`src/rtl/writeback_stage3_if.sv`:
```
// Stage-3 writeback control bus: stage-2 requests and memory valid in, register-file
// enables, stall and hazard/status flags out.
interface writeback_stage3_if;
    logic [2:0] A_sel_in;
    logic       A_en_in;
    logic [2:0] X_sel_in;
    logic       X_en_in;
    logic       ld_mem_in;
    logic       mem_rd_valid;
    logic [2:0] A_sel;
    logic       A_en;
    logic [2:0] X_sel;
    logic       X_en;
    logic       stall;
    logic       A_pending;
    logic       X_pending;
    logic       protocol_err;
    logic       mem_timeout;

    modport master (
        output A_sel_in, A_en_in, X_sel_in, X_en_in, ld_mem_in, mem_rd_valid,
        input  A_sel, A_en, X_sel, X_en, stall, A_pending, X_pending, protocol_err, mem_timeout
    );

    modport slave (
        input  A_sel_in, A_en_in, X_sel_in, X_en_in, ld_mem_in, mem_rd_valid,
        output A_sel, A_en, X_sel, X_en, stall, A_pending, X_pending, protocol_err, mem_timeout
    );
endinterface

```
`src/rtl/writeback_stage3.sv`:
```
// Stage-3 writeback controller of the pipelined BPF CPU: passes stage-2 writes through and
// holds the pipeline on outstanding packet-memory loads. Optional abort: WRITEBACK_STAGE3_MEM_TIMEOUT_EN.
module writeback_stage3 #(
    parameter int unsigned TIMEOUT_CYCLES = 255
) (
    input  logic              clk,
    input  logic              rst_n,
    writeback_stage3_if.slave bus
);

    localparam int unsigned CNT_W = 16;
    localparam logic [0:0] IDLE     = 1'b0;
    localparam logic [0:0] WAIT_MEM = 1'b1;

    typedef struct packed {
        logic [2:0] a_sel;
        logic       a_en;
        logic [2:0] x_sel;
        logic       x_en;
    } wb_req_t;

    logic [0:0] state_q;
    logic [0:0] state_nxt;
    wb_req_t    req_in;
    wb_req_t    req_q;
    wb_req_t    req_out_c;
    logic       latch_c;
    logic       stall_c;
    logic       a_pend_c;
    logic       x_pend_c;
    logic       timeout_c;
    logic       timeout_hit_c;
    logic       perr_q;

    assign req_in = '{a_sel: bus.A_sel_in, a_en: bus.A_en_in,
                      x_sel: bus.X_sel_in, x_en: bus.X_en_in};

`ifdef WRITEBACK_STAGE3_MEM_TIMEOUT_EN
    logic [CNT_W-1:0] cnt_q;

    // Counts WAIT_MEM cycles; value k-1 in the k-th WAIT_MEM cycle.
    always_ff @(posedge clk or negedge rst_n) begin
        if (!rst_n) begin
            cnt_q <= '0;
        end else if (latch_c) begin
            cnt_q <= '0;
        end else if (state_q == WAIT_MEM) begin
            cnt_q <= cnt_q + CNT_W'(1);
        end
    end

    assign timeout_hit_c = (state_q == WAIT_MEM) && (cnt_q == CNT_W'(TIMEOUT_CYCLES - 1));
`else
    logic [CNT_W-1:0] unused_timeout_cycles;
    assign unused_timeout_cycles = CNT_W'(TIMEOUT_CYCLES);
    assign timeout_hit_c         = 1'b0;
`endif

    always_ff @(posedge clk or negedge rst_n) begin
        if (!rst_n) begin
            state_q <= IDLE;
            req_q   <= '0;
            perr_q  <= 1'b0;
        end else begin
            state_q <= state_nxt;
            if (latch_c) begin
                req_q <= req_in;
            end
            // Any non-bubble while waiting is a stage-2 protocol violation.
            if ((state_q == WAIT_MEM) && (bus.A_en_in || bus.X_en_in || bus.ld_mem_in)) begin
                perr_q <= 1'b1;
            end
        end
    end

    // Next state and outputs; everything idles at zero so stage outputs can be OR-combined.
    always_comb begin
        state_nxt = state_q;
        req_out_c = '0;
        latch_c   = 1'b0;
        stall_c   = 1'b0;
        a_pend_c  = 1'b0;
        x_pend_c  = 1'b0;
        timeout_c = 1'b0;
        if (rst_n) begin
            case (state_q)
                IDLE: begin
                    a_pend_c = bus.A_en_in;
                    x_pend_c = bus.X_en_in;
                    if (bus.ld_mem_in && !bus.mem_rd_valid) begin
                        latch_c   = 1'b1;
                        stall_c   = 1'b1;
                        state_nxt = WAIT_MEM;
                    end else begin
                        req_out_c = req_in;
                    end
                end
                WAIT_MEM: begin
                    stall_c  = 1'b1;
                    a_pend_c = req_q.a_en;
                    x_pend_c = req_q.x_en;
                    if (bus.mem_rd_valid) begin
                        req_out_c = req_q;
                        stall_c   = 1'b0;
                        state_nxt = IDLE;
                    end else if (timeout_hit_c) begin
                        timeout_c = 1'b1;
                        stall_c   = 1'b0;
                        state_nxt = IDLE;
                    end
                end
                default: state_nxt = IDLE;
            endcase
        end
    end

    assign bus.A_sel        = req_out_c.a_sel;
    assign bus.A_en         = req_out_c.a_en;
    assign bus.X_sel        = req_out_c.x_sel;
    assign bus.X_en         = req_out_c.x_en;
    assign bus.stall        = stall_c;
    assign bus.A_pending    = a_pend_c;
    assign bus.X_pending    = x_pend_c;
    assign bus.protocol_err = perr_q;
    assign bus.mem_timeout  = timeout_c;

endmodule

```
`src/flat_wrapper.sv`:
```
// flat-port wrapper written by rule: the top's interface ports become plain ports
module writeback_stage3_flat 
#(
    parameter int unsigned TIMEOUT_CYCLES = 255
)
  (clk, rst_n, bus_A_sel_in, bus_A_en_in, bus_X_sel_in, bus_X_en_in, bus_ld_mem_in, bus_mem_rd_valid, bus_A_sel, bus_A_en, bus_X_sel, bus_X_en, bus_stall, bus_A_pending, bus_X_pending, bus_protocol_err, bus_mem_timeout);
  writeback_stage3_if bus_i ();
  input  logic clk;
  input  logic rst_n;
  input wire logic [$bits(bus_i.A_sel_in)-1:0] bus_A_sel_in;
  input wire logic [$bits(bus_i.A_en_in)-1:0] bus_A_en_in;
  input wire logic [$bits(bus_i.X_sel_in)-1:0] bus_X_sel_in;
  input wire logic [$bits(bus_i.X_en_in)-1:0] bus_X_en_in;
  input wire logic [$bits(bus_i.ld_mem_in)-1:0] bus_ld_mem_in;
  input wire logic [$bits(bus_i.mem_rd_valid)-1:0] bus_mem_rd_valid;
  output wire logic [$bits(bus_i.A_sel)-1:0] bus_A_sel;
  output wire logic [$bits(bus_i.A_en)-1:0] bus_A_en;
  output wire logic [$bits(bus_i.X_sel)-1:0] bus_X_sel;
  output wire logic [$bits(bus_i.X_en)-1:0] bus_X_en;
  output wire logic [$bits(bus_i.stall)-1:0] bus_stall;
  output wire logic [$bits(bus_i.A_pending)-1:0] bus_A_pending;
  output wire logic [$bits(bus_i.X_pending)-1:0] bus_X_pending;
  output wire logic [$bits(bus_i.protocol_err)-1:0] bus_protocol_err;
  output wire logic [$bits(bus_i.mem_timeout)-1:0] bus_mem_timeout;
  assign bus_i.A_sel_in = bus_A_sel_in;
  assign bus_i.A_en_in = bus_A_en_in;
  assign bus_i.X_sel_in = bus_X_sel_in;
  assign bus_i.X_en_in = bus_X_en_in;
  assign bus_i.ld_mem_in = bus_ld_mem_in;
  assign bus_i.mem_rd_valid = bus_mem_rd_valid;
  assign bus_A_sel = bus_i.A_sel;
  assign bus_A_en = bus_i.A_en;
  assign bus_X_sel = bus_i.X_sel;
  assign bus_X_en = bus_i.X_en;
  assign bus_stall = bus_i.stall;
  assign bus_A_pending = bus_i.A_pending;
  assign bus_X_pending = bus_i.X_pending;
  assign bus_protocol_err = bus_i.protocol_err;
  assign bus_mem_timeout = bus_i.mem_timeout;
  writeback_stage3 #(.TIMEOUT_CYCLES(TIMEOUT_CYCLES)) u_core (.clk(clk), .rst_n(rst_n), .bus(bus_i));
endmodule
```
`config.mk`:
```
export PLATFORM = sky130hd
export DESIGN_NAME = writeback_stage3_flat
export DESIGN_NICKNAME = d
export VERILOG_FILES = /design/src/rtl/writeback_stage3_if.sv /design/src/rtl/writeback_stage3.sv /design/src/flat_wrapper.sv
export SDC_FILE = /design/constraint.sdc
export NUM_CORES = 1
export LEC_CHECK = 0
export ABC_AREA = 1
export CELL_PAD_IN_SITES_DETAIL_PLACEMENT = 0
export CELL_PAD_IN_SITES_GLOBAL_PLACEMENT = 1
export CORE_AREA = 4 4 60 46
export DETAILED_ROUTE_END_ITERATION = 7
export DIE_AREA = 0 0 64 50
export GPL_TIMING_DRIVEN = 1
export PLACE_DENSITY_LB_ADDON = 0.25
export SYNTH_ARGS = -nofsm -noshare
export SYNTH_HDL_FRONTEND = slang
export SYNTH_SLANG_ARGS = --single-unit
```
`constraint.sdc`:
```
create_clock -name clk -period 2.3 [get_ports clk]
set_input_delay 0.69 -clock clk [delete_from_list [all_inputs] [get_ports clk]]
set_output_delay 0.69 -clock clk [all_outputs]
set_load 0.01 [all_outputs]
```
==> impl_metrics.ini <==
[outcome]
status = finished, final reports clean

[critical_path]
cp-startpoint = bus_mem_rd_valid
critPathCaptureType = output pin
r2r-start = u_core.state_q$_DFFE_PN0P_
slowest_stage = dlygate4sd2_1
critPathMaxFanout = 3
critPathRequiredTime_ps = 1610
critPathMaxStageDelay_ps = 250
crit_buf_inv = 4
critPathKind = in2out
rrSetupSlack_ps = 1090
cp-start-kind = input port
path_delay_family = buffers and inverters
crit_chain = dlygate4sd2_1 > inv_2 > nand2_4 > buf_4 > a21oi_2 > nor2_1 > buf_2
arrival_ps = 1560

[global_route]
antenna_found_initial = 0
overflow = 0
grt_max_degree = 10
grt_pass1_wl_mm = 2.95
grt.total_usage = 0.121
first_global_vias = 653

[drt]
drt_iter0_drc = 38
drtPass1Iterations = 4
vias = 709
routed_wl_mm = 1.81
detail-route-antenna-nets = 0
vias_per_cell = 4.22
wl_per_cell_um = 10.8
drc = 0

[cells_and_area]
area_growth_pct = 62.1
diodes = 0
finalInstanceArea_sq_mm = 0.00101
instances_no_fill = 168
multi_input_area_sq_um = 329
fillers = 226
mostFrequentLayoutCells = 27 x nand2_1, 20 x buf_4, 11 x nand3_1
drive_gt1_frac = 0.331
register_area_sq_um = 250
nNetsFinal = 150
final_common_cell = nand2_1

[timing]
setup_viol_count_final = 0
period_minus_slack_ps = 2250
max_freq_mhz = 445
whs_ps = 469
fin_worst_skew_ps = 5.14
final_hold_viol_count = 0
fin_tns_setup_ps = 0
report.final.slew_viol_count = 0
period_share = 0.978

[clock_tree]
clkSinkCount = 10
cts_root_buffer = clkbuf_4
numCtsBuffers = 3
htreeDepth = 1
clk_path_buf_depth = 2
cts_tree = yes
cts_setup_buffers = 0
clk_latency_ps = 260
cts_hold_repair.buffers = 0
clk_pin_slew_ps = 60

[yosys]
syn_area_sq_um = 624
synthCells = 93
yosys_warnings = 0
yosysSeqAreaShare = 0.401
synth-seq-cells = 10
syn_avg_cell_area_sq_um = 6.71
synth_cell_types = 13
syn_nets = 105

[die]
dieArea_sq_mm = 0.00320
io_pins = 25
rows = 14
die_x_um = 64
initial_core_util = 0.295
die-height_um = 50
core-area_sq_mm = 0.00212

[worst_hold_path]
min_from = u_core.req_q[3]$_DFFE_PN0P_
min_path_type = reg2reg

[place]
place.gp.congestion = 0.748
port_buffers = 23
place_inst = 165
dp_hpwl_mm = 1.41
dpl_cell_area_sq_mm = 0.00101

[job]
drv_cap = 0

[pwr]
powerDensity_mw_per_mm2 = 515
p_leak_nw = 0.552
power_mw = 0.521
ir_worst_vdd_mv = 0.307
==> power breakdown <==
group | internal (mW) | switching, mW | leakage (nW)
Clock | 0.0602 | 0.0542 | 0.0138
Sequential | 0.206 | 0.0193 | 0.120
Combinational | 0.0861 | 0.0952 | 0.418
==> sequential cells by signal, indices dropped and copies added (netlist names) <==
| signal | count |
|---|---|
| u_core.bus.protocol_err | 1 |
| u_core.req_q | 8 |
| u_core.state_q | 1 |
==> path summary, 6_finish.rpt <==
| path | to | cells past startpoint |
|---|---|---|
| setup / recovery | bus_X_sel[0] | 7 |
| hold / removal | u_core.req_q[3]$_DFFE_PN0P_ | 2 |
| setup reg to reg | u_core.req_q[5]$_DFFE_PN0P_ | 5 |
| hold reg to reg | u_core.req_q[3]$_DFFE_PN0P_ | 2 |
| max in group asynchronous | u_core.req_q[0]$_DFFE_PN0P_ | 3 |
| min in group asynchronous | u_core.state_q$_DFFE_PN0P_ | 3 |
==> per-stage QoR <==
stage,worst slack [ps],utilization
after floorplan,486,-
after global placement,-582,0.479
after detailed placement,-614,0.479
after CTS,15.3,0.473
after global routing,-19.2,0.478
final,50.3,0.478
==> cell families after synthesis <==
| kind of cell | Yosys count | synth area share |
|---|---|---|
| AND/OR/NAND/NOR | 54 | 0.369 |
| flip-flops | 10 | 0.401 |
| buffers and inverters | 15 | 0.120 |
| AO/OA/AOI/OAI | 13 | 0.104 |
| other | 1 | 0.00601 |
==> layout make-up <==
cell class | count | area share
multi-input cells | 68 | 0.325
flip-flops and latches | 10 | 0.247
well taps | 32 | 0.0396
clock buffers | 3 | 0.0222
repair buffers | 43 | 0.319
inverters | 12 | 0.0470
==> cell usage after synthesis, drive strengths merged <==
library cell / count / area [sq um]
a21oi: 5 / 25.0
buf: 3 / 30.0
conb: 1 / 3.75
dfrtp: 10 / 250
inv: 12 / 45.0
nand2: 30 / 118
nand3: 12 / 60.1
nor2: 12 / 52.6
o21ai: 8 / 40.0
==> what timing repair did <==
item / CTS / global route
gates cloned: 0 / 0
resized for setup: 52 / 3
endpoints found under the setup margin: 11 / 1
pin swaps: 4 / 0
==> layer usage <==
metal	global-route usage	share of wire	vias to the layer above
met5	0	0	-
met4	0.0430	0.0055	0
met3	0.0545	0.065	2
met2	0.170	0.43	21
met1	0.160	0.50	305
li1	-	-	381
==> tightest hold or removal path, delay by kind of cell (launching register included) <==
family           cells  cell delay, ps
DFF                  1             340
and+or+nand+nor      2             100
No activity file was read; power rests on OpenSTA's default activity.
